==> config.mk <==
export PLATFORM = sky130hd
export DESIGN_NAME = ula_arb
export DESIGN_NICKNAME = d
export VERILOG_FILES = /design/src/rtl/ula_arb.sv
export SDC_FILE = /design/constraint.sdc
export NUM_CORES = 1
export LEC_CHECK = 0
export ABC_AREA = 0
export BUFFER_PORTS_ARGS = -buffer_cell sky130_fd_sc_hd__buf_2
export CAP_MARGIN = 30
export CELL_PAD_IN_SITES_DETAIL_PLACEMENT = 1
export CELL_PAD_IN_SITES_GLOBAL_PLACEMENT = 1
export CORE_AREA = 2 2 166 168
export CTS_BUF_LIST = sky130_fd_sc_hd__clkbuf_8
export CTS_CLUSTER_SIZE = 8
export DETAILED_ROUTE_END_ITERATION = 16
export DIE_AREA = 0 0 168 170
export PLACE_DENSITY_LB_ADDON = 0.1
export SLEW_MARGIN = 5
export SYNTH_ARGS = -nofsm -noshare
export SYNTH_HDL_FRONTEND = slang
export SYNTH_SLANG_ARGS = --single-unit
==> constraint.sdc <==
create_clock -name clk -period 3.4 [get_ports clk]
set_input_delay 0.34 -clock clk [delete_from_list [all_inputs] [get_ports clk]]
set_output_delay 0.34 -clock clk [all_outputs]
set_load 0.01 [all_outputs]
==> src/rtl/ula_arb.sv <==
// ---------------------------------------------------------------------------
// ula_arb -- round-robin scheduler sharing one ula_fx ALU among NREQ requesters.
//
// One operation is in flight at a time. A granted request has its opcode and
// operands registered onto the ALU inputs. They are held for one EXEC cycle,
// or for DIV_CYC cycles for DIV (4) and MOD (5), so that the combinational
// divider can be constrained as a multicycle path. The ALU result is then
// captured and returned, tagged with the requester index, on a single
// response channel that supports backpressure.
//
// Ports
//   clk        in   system clock, rising edge
//   rst        in   synchronous, active-high reset
//   req_valid  in   [NREQ]         per-requester request valid
//   req_ready  out  [NREQ]         one-hot grant (only in IDLE, never in reset)
//   req_op     in   [5*NREQ]       packed opcodes, requester k at [5k+4:5k]
//   req_in1    in   [NUBITS*NREQ]  packed operand 1, slice k at [NUBITS*k +: NUBITS]
//   req_in2    in   [NUBITS*NREQ]  packed operand 2, same packing
//   alu_op     out  [5]            registered opcode to ula_fx.op
//   alu_in1    out  [NUBITS]       registered operand to ula_fx.in1
//   alu_in2    out  [NUBITS]       registered operand to ula_fx.in2
//   alu_out    in   [NUBITS]       ula_fx.out
//   rsp_valid  out                 result valid
//   rsp_ready  in                  consumer accepts result
//   rsp_data   out  [NUBITS]       captured ALU result
//   rsp_id     out  [IDW]          requester that owns rsp_data
//   busy       out                 high in EXEC and RESP
// ---------------------------------------------------------------------------
module ula_arb #(
  parameter int NUBITS  = 32,
  parameter int NREQ    = 4,
  parameter int IDW     = 2,
  parameter int DIV_CYC = 4
) (
  input  logic                   clk,
  input  logic                   rst,
  input  logic [NREQ-1:0]        req_valid,
  output logic [NREQ-1:0]        req_ready,
  input  logic [5*NREQ-1:0]      req_op,
  input  logic [NUBITS*NREQ-1:0] req_in1,
  input  logic [NUBITS*NREQ-1:0] req_in2,
  output logic [4:0]             alu_op,
  output logic [NUBITS-1:0]      alu_in1,
  output logic [NUBITS-1:0]      alu_in2,
  input  logic [NUBITS-1:0]      alu_out,
  output logic                   rsp_valid,
  input  logic                   rsp_ready,
  output logic [NUBITS-1:0]      rsp_data,
  output logic [IDW-1:0]         rsp_id,
  output logic                   busy
);

  localparam int              CNT_W    = (DIV_CYC > 1) ? $clog2(DIV_CYC) : 1;
  localparam logic [CNT_W-1:0] CNT_LONG = CNT_W'(DIV_CYC - 1);
  localparam logic [IDW-1:0]   LAST_ID  = IDW'(NREQ - 1);

  typedef enum logic [1:0] {
    IDLE = 2'd0,
    EXEC = 2'd1,
    RESP = 2'd2
  } state_t;

  state_t             state;
  state_t             state_nxt;
  logic [IDW-1:0]     ptr;
  logic [IDW-1:0]     cur_id;
  logic [CNT_W-1:0]   cnt;
  logic               pick_vld;
  logic [IDW-1:0]     pick_id;
  logic               take;
  logic               done;
  logic               rsp_take;
  logic [4:0]         op_p0;
  logic [NUBITS-1:0]  in1_p0;
  logic [NUBITS-1:0]  in2_p0;

  // DIV and MOD go through the slow divider and get the long hold.
  function automatic logic is_long_op(input logic [4:0] op);
    return (op == 5'd4) || (op == 5'd5);
  endfunction

  // Successor index modulo NREQ (NREQ need not be a power of two).
  function automatic logic [IDW-1:0] next_id(input logic [IDW-1:0] id);
    return (id == LAST_ID) ? '0 : id + IDW'(1);
  endfunction

  // Rotating search: first valid requester at or after ptr, wrapping.
  always_comb begin
    logic [IDW-1:0] cand;
    pick_vld = 1'b0;
    pick_id  = ptr;
    cand     = ptr;
    for (int i = 0; i < NREQ; i++) begin
      if (!pick_vld && req_valid[cand]) begin
        pick_vld = 1'b1;
        pick_id  = cand;
      end
      cand = next_id(cand);
    end
  end

  // Next-state and strobes.
  always_comb begin
    state_nxt = state;
    take      = 1'b0;
    done      = 1'b0;
    rsp_take  = 1'b0;
    unique case (state)
      IDLE: begin
        if (pick_vld) begin
          take      = 1'b1;
          state_nxt = EXEC;
        end
      end
      EXEC: begin
        if (cnt == '0) begin
          done      = 1'b1;
          state_nxt = RESP;
        end
      end
      RESP: begin
        if (rsp_ready) begin
          rsp_take  = 1'b1;
          state_nxt = IDLE;
        end
      end
      default: state_nxt = IDLE;
    endcase
  end

  // Grant is combinational and suppressed while reset is asserted so no
  // requester believes it was accepted on a reset edge.
  assign req_ready = (take && !rst) ? (NREQ'(1) << pick_id) : '0;

  // Stage p0: operand selection for the granted requester.
  assign op_p0  = req_op[5*pick_id +: 5];
  assign in1_p0 = req_in1[NUBITS*pick_id +: NUBITS];
  assign in2_p0 = req_in2[NUBITS*pick_id +: NUBITS];

  always_ff @(posedge clk) begin
    if (rst) state <= IDLE;
    else     state <= state_nxt;
  end

  assign busy = (state != IDLE);

  // Stage p0 -> ALU inputs: registered on transfer, held until next transfer.
  always_ff @(posedge clk) begin
    if (rst) begin
      ptr     <= '0;
      cur_id  <= '0;
      cnt     <= '0;
      alu_op  <= '0;
      alu_in1 <= '0;
      alu_in2 <= '0;
    end else if (take) begin
      alu_op  <= op_p0;
      alu_in1 <= in1_p0;
      alu_in2 <= in2_p0;
      cur_id  <= pick_id;
      ptr     <= next_id(pick_id);
      cnt     <= is_long_op(op_p0) ? CNT_LONG : '0;
    end else if (state == EXEC && cnt != '0) begin
      cnt <= cnt - CNT_W'(1);
    end
  end

  // ALU output -> response register: captured on the last EXEC cycle.
  always_ff @(posedge clk) begin
    if (rst) begin
      rsp_valid <= 1'b0;
      rsp_data  <= '0;
      rsp_id    <= '0;
    end else if (done) begin
      rsp_valid <= 1'b1;
      rsp_data  <= alu_out;
      rsp_id    <= cur_id;
    end else if (rsp_take) begin
      rsp_valid <= 1'b0;
    end
  end

endmodule

# --- After elaboration in Yosys (flattened, before gate mapping) ---
# Index checks and enable logic that the tools add are counted.
op_classes:
  n_eq_ne: 11
  magnitude_cmp: 4
  multipliers: 1
  n_mux: 35
  n_reduce_logical: 17
  addsub: 5
  shift: 4
op_table:
  columns: ["operator", "n"]
  rows:
  - ["128-bit by 8-bit indexed part select with 32-bit output", 2]
  - ["2-bit 2-to-1 mux", 13]
  - ["20-bit by 6-bit indexed part select with 5-bit output", 1]
  - ["1-bit 2-to-1 mux", 16]
  - ["2-bit by 3-bit < comparator with 1-bit output, second input constant", 4]
  - ["2-bit == test, second input constant", 5]
  - ["5-bit by 3-bit == test with 1-bit output, second input constant", 2]
  - ["2-bit by 1-bit adder with 2-bit output, second input constant", 4]
  - ["1-bit binary-select mux with 2-bit select", 4]
  - ["2-bit nonzero test", 4]
  - ["2-bit != test, second input constant", 3]
  - ["2-bit case mux with 3 select lines", 1]
  - ["1-bit logical AND", 5]
  - ["3-bit by 2-bit multiplier with 5-bit output, first input constant", 1]
  - ["1-bit zero test", 4]
  - ["2-bit zero test", 2]
  - ["4-bit 2-to-1 mux", 1]
  - ["1-bit by 2-bit << shifter with 4-bit output, first input constant", 1]
  - ["3-bit AND reduction", 1]
  - ["2-bit by 1-bit == test with 1-bit output, second input constant", 1]
  - ["2-bit by 1-bit subtractor with 2-bit output, second input constant", 1]
  - ["1-bit logical OR", 1]
word_totals:
  output_inout_bits: 109
  regBits: 112
  in_bits: 315

# --- Depth between registers and ports, before layout ---
# Gate-level depths: netlist (run 1).
depth:
  word_depth: 18
  ltp_mapped: 13
  ltp_nobuf: 11

# --- Worst setup path after synthesis (run 1) ---
# Ideal clock, no wire load.
synth_path:
  kind: "register to output"
  from: "register ptr[1]"
  to: "output port req_ready[0]"
  t_arrival_ns: 2.919
  setup_slack_ns: 0.141
  path_stages_with_launch: 12
  path_buffers: 3
  cell_sequence: "dfxtp_1 > ha_1 > mux2_2 > mux2_2 > a2111o_1 > a31oi_4 > buf_6 > buf_4 > buf_2 > inv_1 > ha_1 > and2_1"
synth_lines:
  columns: ["element", "line_no", "rtl"]
  rows:
  - ["start, declared", "65", "logic [IDW-1:0] ptr;"]
  - ["start signal, assigned", "161", "ptr <= next_id(pick_id);"]
  - ["branches (longest 11 deep; another with 2-bit by 1-bit adder with 2-bit output)", null, null]
  - ["2-bit 2-to-1 mux (*)", "94", "if (!pick_vld && req_valid[cand]) begin"]
  - ["net pick_id[1]", "69", "logic [IDW-1:0] pick_id;"]
  - ["1-bit by 2-bit << shifter with 4-bit output (*)", "133", "assign req_ready = (take && !rst) ? (NREQ'(1) << pick_id) : '0;"]
  - ["4-bit 2-to-1 mux (*)", "133", null]
  - ["end, declared", "38", "output logic [NREQ-1:0] req_ready,"]
# Mark *: on every way through the listed nets, which the timed path passes. The select of a mux whose other input is x is not followed.

# --- Worst setup path in the final report (run 1) ---
layout_path:
  from: "register ptr[0]"
  to: "register cnt[0]"
layout_via:
  elab_chain_cells: 18
layout_lines:
  columns: ["element", "line_no", "rtl"]
  rows:
  - ["branches (longest 18 deep; another with 3-bit by 2-bit multiplier with 5-bit output)", null, null]
  - ["end signal, assigned", "162", "cnt <= is_long_op(op_p0) ? CNT_LONG : '0;"]
  - ["end signal, assigned", "164", "cnt <= cnt - CNT_W'(1);"]
  - ["end, declared", "67", "logic [CNT_W-1:0] cnt;"]
# Parallel ways; which one is timed is not known. The select of a mux whose other input is x is not followed.
# A chain may end at the register's enable or synchronous reset.

==> metrics.txt, run 1 <==
status completed; PD cells 949.7 nW/um^2; # hold bufs at CTS 0; final core occ 35.39%; CTS tree done; synth warn 0; CTS root buffer clkbuf_8; DR pass1 iterations 4; Design Area, Final 9433 sq um; vias in the first global route 7,163; core area 26,650 sq um; dpl cells 1,472; H-tree depth 3; Period minus WS final 3.350 ns; initial DRC count between 200 and 250; CP max FO 5; drt wl/cell 19.30 um; crit end category register; Total GRT Usage 19.41%; final-stage net count 1,484; Worst Hold Class input port to register; # IOs 424; vias after detailed routing 7,098; Routed WL 29,210 um; Rows 60; total power roughly 9 mW; Longest Clk Path Bufs 2; DRC violations left 0; FF-to-FF setup slack 0.05 ns; Die Span Y between 150 and 200 um; Synth Register Bits 112; vias per cell 4.691; number of flops mapped to enable cells by yosys 0; Synthesized Nets 1,071; Mapped Area 6305 sq um; Mean Syn Cell Area 8.406 sq um; ANT nets after route 0; Synth Instances 750; clk_lat worst skew around 0.4 ns; die area 28,560 sq um; Rel. slew slack between 30% and 40%; critical path required time 3.70 ns; P&R area growth vs syn 49.61%; routability cong. a little over 0.8; number of max-cap violations 0; Setup Skew 0.02247 ns; Placed Area 8864 sq um; Finished Layout Cells approximately 1,500; Synth Flop Type dfxtp_1; RSZ-0062 raised after global routing yes; Die X ~170 um; Final Setup Violations 0; initial antenna violation count 5; Max Slew Vio Count 0; worst slew pin tran 0.9274 ns; layout cells sized above 1 45.38%; global-route wire length before repair approximately 43,000 um; clk slew on worst S/H paths 0.14 ns; port bufs 423; grt ovf 0; Synth cell types 50; share of the yosys chip area belonging to registers 35.56%; CP arrival approximately 3.7 ns; dpl hpwl 22,150 um; IR Drop Worst-Case VDD 493.9 uV; Initial Utilization about a quarter; largest net degree at the start of global routing 48; Final period util 98.53%; async set-reset flop share out of synthesis 0%; Pleak 4.690 nW; clock sink count 112; Max Freq approximately 300 MHz; Hold Vio Cnt, Final 0; CP Class register to register; CP Launch Type register; CTS Buf Count 9
## kinds of logic (layout without fill, tap and decap cells)
family          after synthesis  in the layout  synth area share (%)
flops                       112            112                 35.56
compound gates              173            173                 17.92
mux                         144            144                 24.07
buf+inv                      76            494                 5.001
simple gates                239            239                 16.25
other cells                   0              4                     0
fa+ha+maj                     6              6                 1.191
## registers in the layout, indices dropped and copies added (netlist names), 2 cells and up
| signal | count |
|---|---|
| rsp_id | 2 |
| alu_in2 | 32 |
| ptr | 2 |
| cnt | 2 |
| alu_in1 | 32 |
| alu_op | 5 |
| rsp_data | 32 |
| state | 2 |
| cur_id | 2 |
## power by group
| group | total [mW] | switching (mW) | internal (mW) |
|---|---|---|---|
| clock | 0.855 | 0.558 | 0.297 |
| sequential | 2.00 | 0.231 | 1.77 |
| combinational | 6.10 | 3.31 | 2.80 |
| total | 8.96 | 4.09 | 4.86 |
## metrics by stage
stage | setup TNS (ns) | worst slack (ns) | hold WS, ns
6_report | 0 | 0.05005 | 0.1541
5_1_grt | -0.1027 | -0.08951 | 0.1201
4_1_cts | -0.05688 | -0.02039 | 0.1180
3_5_place_dp | 0 | 0.03289 | 0.4426
3_3_place_gp | 0 | 0.1120 | 0.4373
2_1_floorplan | 0 | 0.1406 | 0.4321
## routing by layer
metal	vias to the layer above	part of all wire, %	global-route usage (%)
li1	3507	-	-
met1	3337	42	23.44
met3	30	5.6	4.372
met5	-	0.024	0
met2	222	51	34.46
met4	2	1.7	5.671
## cells in the mapped netlist, types with 2 or more instances
cell	instances	area, sq um
a21o_1	2	15.01
a21oi_1	73	365.4
a22oi_1	38	285.3
a311oi_1	2	17.52
a311oi_2	2	30.03
a31oi_1	4	25.02
and2_1	5	31.28
and3_1	2	12.51
buf_1	4	15.01
buf_2	12	60.06
buf_4	2	15.01
clkbuf_1	47	176.4
dfxtp_1	112	2242
ha_1	6	75.07
inv_1	9	33.78
mux2_1	28	315.3
mux2_2	13	146.4
mux2i_1	101	1011
mux4_2	2	45.04
nand2_1	168	630.6
nand2b_1	3	18.77
nand3_1	28	140.1
nor2_1	15	56.30
nor2b_1	2	12.51
nor3_1	3	15.01
nor4b_1	3	26.28
o22ai_1	38	237.7
or2_2	4	25.02
## placed cells by master (no fill, tap or decap), types with 3 or more instances in the layout
master,instances
buf_2,421
nand2_1,168
dfxtp_1,110
mux2i_1,99
a21oi_1,73
a22oi_1,38
o22ai_1,38
buf_4,32
nand3_1,28
mux2_1,27
nor2_1,11
mux2_2,11
clkbuf_8,9
buf_12,9
inv_1,8
diode_2,4
a31oi_1,4
and2_1,4
ha_1,4
buf_6,4
mux2_4,3
nand2b_1,3
or2_2,3
## repair_timing
item                       CTS  global route
setup buffers               10            11
gates resized for setup     13            16
pin swaps                    4             5
gates cloned                 2             0
setup endpoints to repair    5            12
## worst max-delay path: stages (launching register included)
cell,delay [ns]
dfxtp_4,0.37
ha_4,0.29
mux2_4,0.31
mux2_4,0.29
a2111o_1,0.41
a31oi_4,0.26
buf_6,0.17
buf_12,0.11
mux2i_1,0.19
mux2i_1,0.12
or4b_4,0.52
a311oi_2,0.24
## final timing paths
| check | start | cells after the start | end |
|---|---|---|---|
| max | ptr[0] | 11 | cnt[0] |
| min | alu_out[26] | 3 | rsp_data[26] |
| max reg2reg | ptr[0] | 11 | cnt[0] |
| min reg2reg | cur_id[1] | 2 | rsp_id[1] |
## final cells by class
class,count,area (sq um)
multi-input combinational,562,3866
inverter,10,40.04
clock inverter,7,81.33
sequential,112,2247
tap,341,426.7
fill,3301,17220
timing repair buffer,468,2638
antenna,4,10.01
clock buffer,9,123.9
(Power assumes the default switching activity.)
==> inputs of run 2 (changes only) <==
--- a/config.mk
+++ b/config.mk
@@ -18,2 +18,3 @@
 export PLACE_DENSITY_LB_ADDON = 0.1
+export RECOVER_POWER = 100
 export SLEW_MARGIN = 5
==> constraint.sdc (replaced) <==
create_clock -name clk -period 3.4 [get_ports clk]
set_input_delay 0.17 -clock clk [delete_from_list [all_inputs] [get_ports clk]]
set_output_delay 0.17 -clock clk [all_outputs]
set_load 0.01 [all_outputs]
==> run 2 against run 1 <==
The run now ends with capacitance limit, slew limit left. First-iteration DRC count rose by 17%. Setup slack better by 0.085 ns. Non-clock buffer count rose by 25. Utilization grew 0.25 points. Final cell count is 1.5% higher. Clock skew down 0.0079 ns. Worst hold slack got worse by 0.11 ns. Final area grew 0.70%. Global-route usage is 0.36 points higher. Sequential share of layout area shrank 0.19 points. Routed wire length rose by 1.1%. Register-to-register slack improved by 0.08 ns. Critical path type unchanged. Largest power group unchanged.
==> metrics.txt, run 2 (synthesis results as in run 1) <==
IR Drop Worst-Case VDD between 400 and 500 uV; Final period util 96.03%; initial antenna violation count 3; CTS Buf Count 9; vias after detailed routing 7,183; Period minus WS final 3.265 ns; Finished Layout Cells 1,535; Min-Delay Startpoint req_op[15]; Hold Vio Cnt, Final 0; Clk pwr share 10.0%; Final Setup Violations 0; PD cells roughly 900 nW/um^2; CP max FO 4; Longest Clk Path Bufs 2; DRC violations left 0; core area between 20,000 and 30,000 sq um; CP Class register to register; Rel. slew slack -37.94%; CTS tree done; crit path from ptr[0]; port bufs between 400 and 500; final core occ 35.64%; largest registers alu_in1: 32 flops, alu_in2: 32 flops, rsp_data: 32 flops; layout cells sized above 1 between 30 and 40%; commonest non-fill, non-tap cell in the layout buf_2; Seq pwr share between 20% and 30%; clk slew on worst S/H paths roughly 0.14 ns; Die Span Y 170 um; clk_lat worst skew 0.40 ns; Pleak 4.360 nW; drt wl/cell 19.24 um; setup ws final between 0.1 and 0.15 ns; Sw Share 47.02%; grt ovf 0; crit end category register; vias in the first global route 7,380; CTS root buffer clkbuf_8; global-route wire length before repair 43,460 um; fillers 3,342; dpl hpwl 21,700 um; failing checks capacitance limit, slew limit; most frequent cells in the layout buf_2 (317), nand2_1 (168), dfxtp_1 (110), clkbuf_1 (105), mux2i_1 (100); H-tree depth 3; sw power between 4 and 5 mW; ANT nets after route 0; internal power 4.625 mW; routability cong. 0.8116; critical path required time 3.71 ns; final-stage net count 1,509; Routed WL a little under 30,000 um; Total GRT Usage between 10% and 20%; RSZ-0062 raised after global routing yes; CP Launch Type register; Die X 168 um; vias per cell 4.679; P&R area growth vs syn 50.66%; Rows 60; clock sink count around 110; dpl ws 0.03064 ns; worst slew pin tran ~2.1 ns; Worst Hold Class input port to register; total power 8.729 mW; Max Freq 306.3 MHz; status complete, but fails checks; CP arrival 3.58 ns; largest net degree at the start of global routing 61; # IOs 424; Gate power share 67.0%; dpl cells ~1,500; FF-to-FF Start ptr[0]; Setup Skew 0.01459 ns; Initial Utilization 23.66%; DR pass1 iterations 4; Max Slew Vio Count 36; number of max-cap violations 1; initial DRC count around 240; die area between 20,000 and 30,000 sq um
[run 2: final cells by class]
class,count,area [sq um],area share (%)
Antenna cell,1,2.502,0.02634
Clock buffer,9,123.9,1.304
Clock inverter,7,93.84,0.9879
Inverter,10,40.04,0.4215
Multi-Input combinational cell,562,3842,40.45
Sequential cell,112,2245,23.63
Tap cell,341,426.7,4.492
Timing Repair Buffer,493,2725,28.69
[run 2: path summary, 6_finish.rpt]
kind,endpoint,slack [ns],cells after the start
max reg2reg,cnt[0],0.13,10
min,alu_op[0],0.04,3
min reg2reg,rsp_id[1],0.46,2
max,cnt[0],0.13,10
[run 2: power by group through the flow]
stage               clock network (mW)  logic (mW)  registers [mW]
finish                           0.871        5.85            2.01
global route                     0.975        6.40            2.06
CTS                              0.929        5.90            2.00
detailed placement                   0        5.44            2.02
global placement                     0        5.43            2.00
floorplan                            0        3.42            2.20
[run 2: stage by stage]
step / hold slack [ns] / instance area (sq um) / setup TNS (ns)
after floorplan: 0.3060 / 6305 / 0
after global placement: 0.4142 / 8788 / 0
after detailed placement: 0.4196 / 8788 / 0
after CTS: 0.004315 / 9513 / 0
after global routing: 0.01213 / 9497 / -0.01161
final: 0.03939 / 9499 / 0
[run 2: timing repair]
action | in CTS | in global routing
setup buffers | 6 | 11
setup endpoints to repair | 5 | 9
pin swaps | 7 | 7
cloned | 2 | 0
hold buffers | 32 | 0
hold endpoints to repair | 32 | 0
resized for setup | 15 | 8
[run 2: layer usage]
| metal | up-vias | track usage (%) | wire (um) |
|---|---|---|---|
| met2 | 211 | 36.18 | 15200 |
| li1 | 3552 | - | - |
| met1 | 3393 | 23.36 | 12240 |
| met5 | - | 0 | 38 |
| met3 | 21 | 4.791 | 1700 |
| met4 | 6 | 4.310 | 355 |
[run 2: worst max-delay path: stages, from the launching register on]
cell	delay [ns]
dfxtp_2	0.36
ha_4	0.29
mux2_4	0.31
mux2_4	0.30
a2111o_1	0.40
buf_4	0.19
and4_1	0.18
o32ai_2	0.24
o211ai_1	0.13
or4b_4	0.55
a311oi_2	0.24
==> inputs of run 3 (changes only) <==
Settings changed: ABC_AREA 0 to 1, CORE_AREA 2 2 166 168 to not set, CORE_ASPECT_RATIO set to 1.4, CORE_MARGIN set to 1, CORE_UTILIZATION set to 26, DIE_AREA 0 0 168 170 to not set, GPL_TIMING_DRIVEN set to 1.
==> run 3 against run 2 <==
The run still ends with capacitance limit, slew limit left. Non-clock buffer count decreased by 45. Routed wire length increased by 4.3%. Synthesized cell count increased by 44%. Worst hold slack got worse by 0.0090 ns. Clock power decreased by 2.9%.
==> metrics.txt, run 3 <==
largest registers alu_in1: 32 flops, alu_in2: 32 flops, rsp_data: 32 flops; largest area contributor in the netlist dfxtp_1; CP max FO 19; crit-path max cell delay 0.38 ns; largest net degree at the start of global routing 85; setup ws final 0.2707 ns; Die Span Y slightly below 200 um; failing checks capacitance limit, slew limit; Fin Setup TNS 0 ns; grt ovf 0; Synth Instances 1,082; Longest Clk Path Bufs 2; crit-path most repeated cell nand2_1; CP arrival a little under 3 ns; dpl ws 0.4757 ns; crit end category output port; Min-Delay Startpoint alu_out[31]; routability cong. 0.8454; final-stage net count 1,784; initial DRC count 275; met2 usage in global routing 39.93%; Synth cell types 30; number of flops mapped to enable cells by yosys 0; vias in the first global route 8,380; initial antenna violation count 10; layout cells sized above 1 25.43%; ranking of synthesized cells by area dfxtp_1 (32%), o211ai_1 (13%), nand2_1 (10%), nor2_1 (9.6%), inv_1 (8.2%); vias per cell 4.726; R2R cell count 17; DR pass1 iterations 4; grt met3 use 6.444%; R2R Path End alu_in1[8]; Mapped Area 6984 sq um; Max Slew Vio Count 37; global-route wire length before repair 46,040 um; Rel. slew slack -8.906%; Critical-path top delay cell dfxtp_2; RSZ-0062 raised after global routing no; PD cells 1191 nW/um^2; async set-reset flop share out of synthesis 0%; core area 26,280 sq um; hold depth 3; drt wl/cell 17.16 um; CP Class register to output port; share of the yosys chip area belonging to registers about a third; Worst Hold Class input port to register; dpl cells about 1,800; Rows 70; Hold Vio Cnt, Final 0; Initial Utilization 26.58%; Synth Register Bits 112; post-synth top area share 32.10%; GRT met1 Usage 23.60%; Synthesized Nets about 1,400; CTS tree done; Hold Path Sink rsp_data[31]; P&R area growth vs syn 34.65%; Finished Layout Cells 1,796; number of max-cap violations 1; H-tree depth 3; most common cell in the netlist nand2_1; die area 27,530 sq um; Worst path top cell family by delay simple AND/OR/NAND/NOR gates; Final period util 92.04%; critical path required time between 3 and 4 ns; Pleak 4.730 nW; FF-to-FF setup slack between 0.3 and 0.4 ns; FF-to-FF Start ptr[0]; clk_lat worst skew ~0.4 ns; Total GRT Usage 21.67%; commonest non-fill, non-tap cell in the layout buf_2; CP Launch Type register; DRC violations left 0; worst slew pin tran 1.634 ns; IR Drop Worst-Case VDD 862.3 uV; dpl hpwl 23,140 um; final core occ 35.79%; Mean Syn Cell Area 6.455 sq um; Max Freq 319.6 MHz; CTS Buf Count 9; port bufs roughly 420; ANT nets after route 0; top cells by count, synth nand2_1 (187), nor2_1 (178), inv_1 (152); total power 11.20 mW; Setup Skew 0.01077 ns; vias after detailed routing 8,487; Period minus WS final roughly 3.1 ns; Synth Flop Type dfxtp_1; most frequent cells in the layout buf_2 (317), nand2_1 (188), nor2_1 (177), inv_1 (152), o211ai_1 (124); grt peak-use layer met2; CP cell instances ha_1, nor2_2, nand2_1, nand3_1, nand2_1, nor2_4, nand2_1, nor2_2, inv_2, nand2_2, ha_1, inv_1, nor2_1, clkbuf_1; status complete, but fails checks; clk slew on worst S/H paths 0.12 ns; # IOs 424; Final Setup Violations 0; CTS root buffer clkbuf_8; Routed WL 30,810 um; Die X approximately 140 um; CP Buf/Inv Count 3; clock sink count 112; fillers 3,528; synth warn 0
## run 3: cell families (layout without fill, tap and decap cells)
group | Yosys count | count (layout) | synth area share, %
AND/OR/NAND/NOR | 480 | 481 | 29.15
AO/OA/AOI/OAI | 246 | 246 | 22.29
other | 0 | 5 | 0
buffers and inverters | 238 | 622 | 15.39
adder cells (fa/ha/maj) | 6 | 6 | 1.075
flip-flops | 112 | 112 | 32.10
## run 3: where the power goes
group          internal [mW]  total (mW)  switching, mW  leakage [nW]
clock network          0.341       0.846          0.504        0.0880
registers               1.80        2.04          0.239         0.926
logic                   2.83        8.32           5.49          3.72
## run 3: worst register-to-register path, cell delays in order (launching register included)
cell	delay (ns)
dfxtp_2	0.38
ha_1	0.23
nor2_2	0.24
nand2_1	0.12
nand3_1	0.11
nand2_1	0.10
nor2_4	0.16
nand3_4	0.12
nand2_2	0.11
nand2_4	0.12
nand2_8	0.13
buf_4	0.15
clkbuf_2	0.40
nand2_1	0.12
o211ai_1	0.16
nand3_1	0.13
o211ai_1	0.10
inv_1	0.06
## run 3: routing by layer
metal / vias up / share of wire (%)
li1: 4285 / -
met1: 3894 / 39
met2: 274 / 51
met3: 28 / 7.3
met4: 6 / 1.8
met5: - / 0.13
## run 3: timing repair
| item | CTS | global route |
|---|---|---|
| resized for setup | 0 | 4 |
| buffers inserted | 0 | 2 |
| hold buffers | 6 | 0 |
| endpoints found under the setup margin | 0 | 4 |
| endpoints found under the hold margin | 6 | 0 |
## run 3: how the worst max path moves through the flow
stage	cells past startpoint	startpoint	endpoint
after floorplan	14	ptr[0]	ptr[1]
after global placement	16	ptr[0]	req_ready[0]
after detailed placement	15	ptr[0]	alu_in2[8]
after CTS	17	ptr[0]	req_ready[0]
after global routing	16	ptr[0]	req_ready[0]
final	14	ptr[0]	req_ready[1]
## run 3: area by class of cell
class / count / area, sq um / share of cell area (%)
antenna: 5 / 12.51 / 0.1330
clock inverter: 6 / 70.07 / 0.7451
multi-input combinational: 733 / 3679 / 39.12
inverter: 159 / 599.3 / 6.373
sequential: 112 / 2243 / 23.86
tap: 324 / 405.4 / 4.311
clock buffer: 9 / 123.9 / 1.317
timing repair buffer: 448 / 2271 / 24.15
## run 3: metrics by stage
stage / hold slack (ns) / area [sq um]
floorplan: 0.3311 / 6984
global placement: 0.4233 / 9234
detailed placement: 0.4382 / 9234
CTS: 0.001062 / 9488
global route: 0.006129 / 9402
finish: 0.03040 / 9404
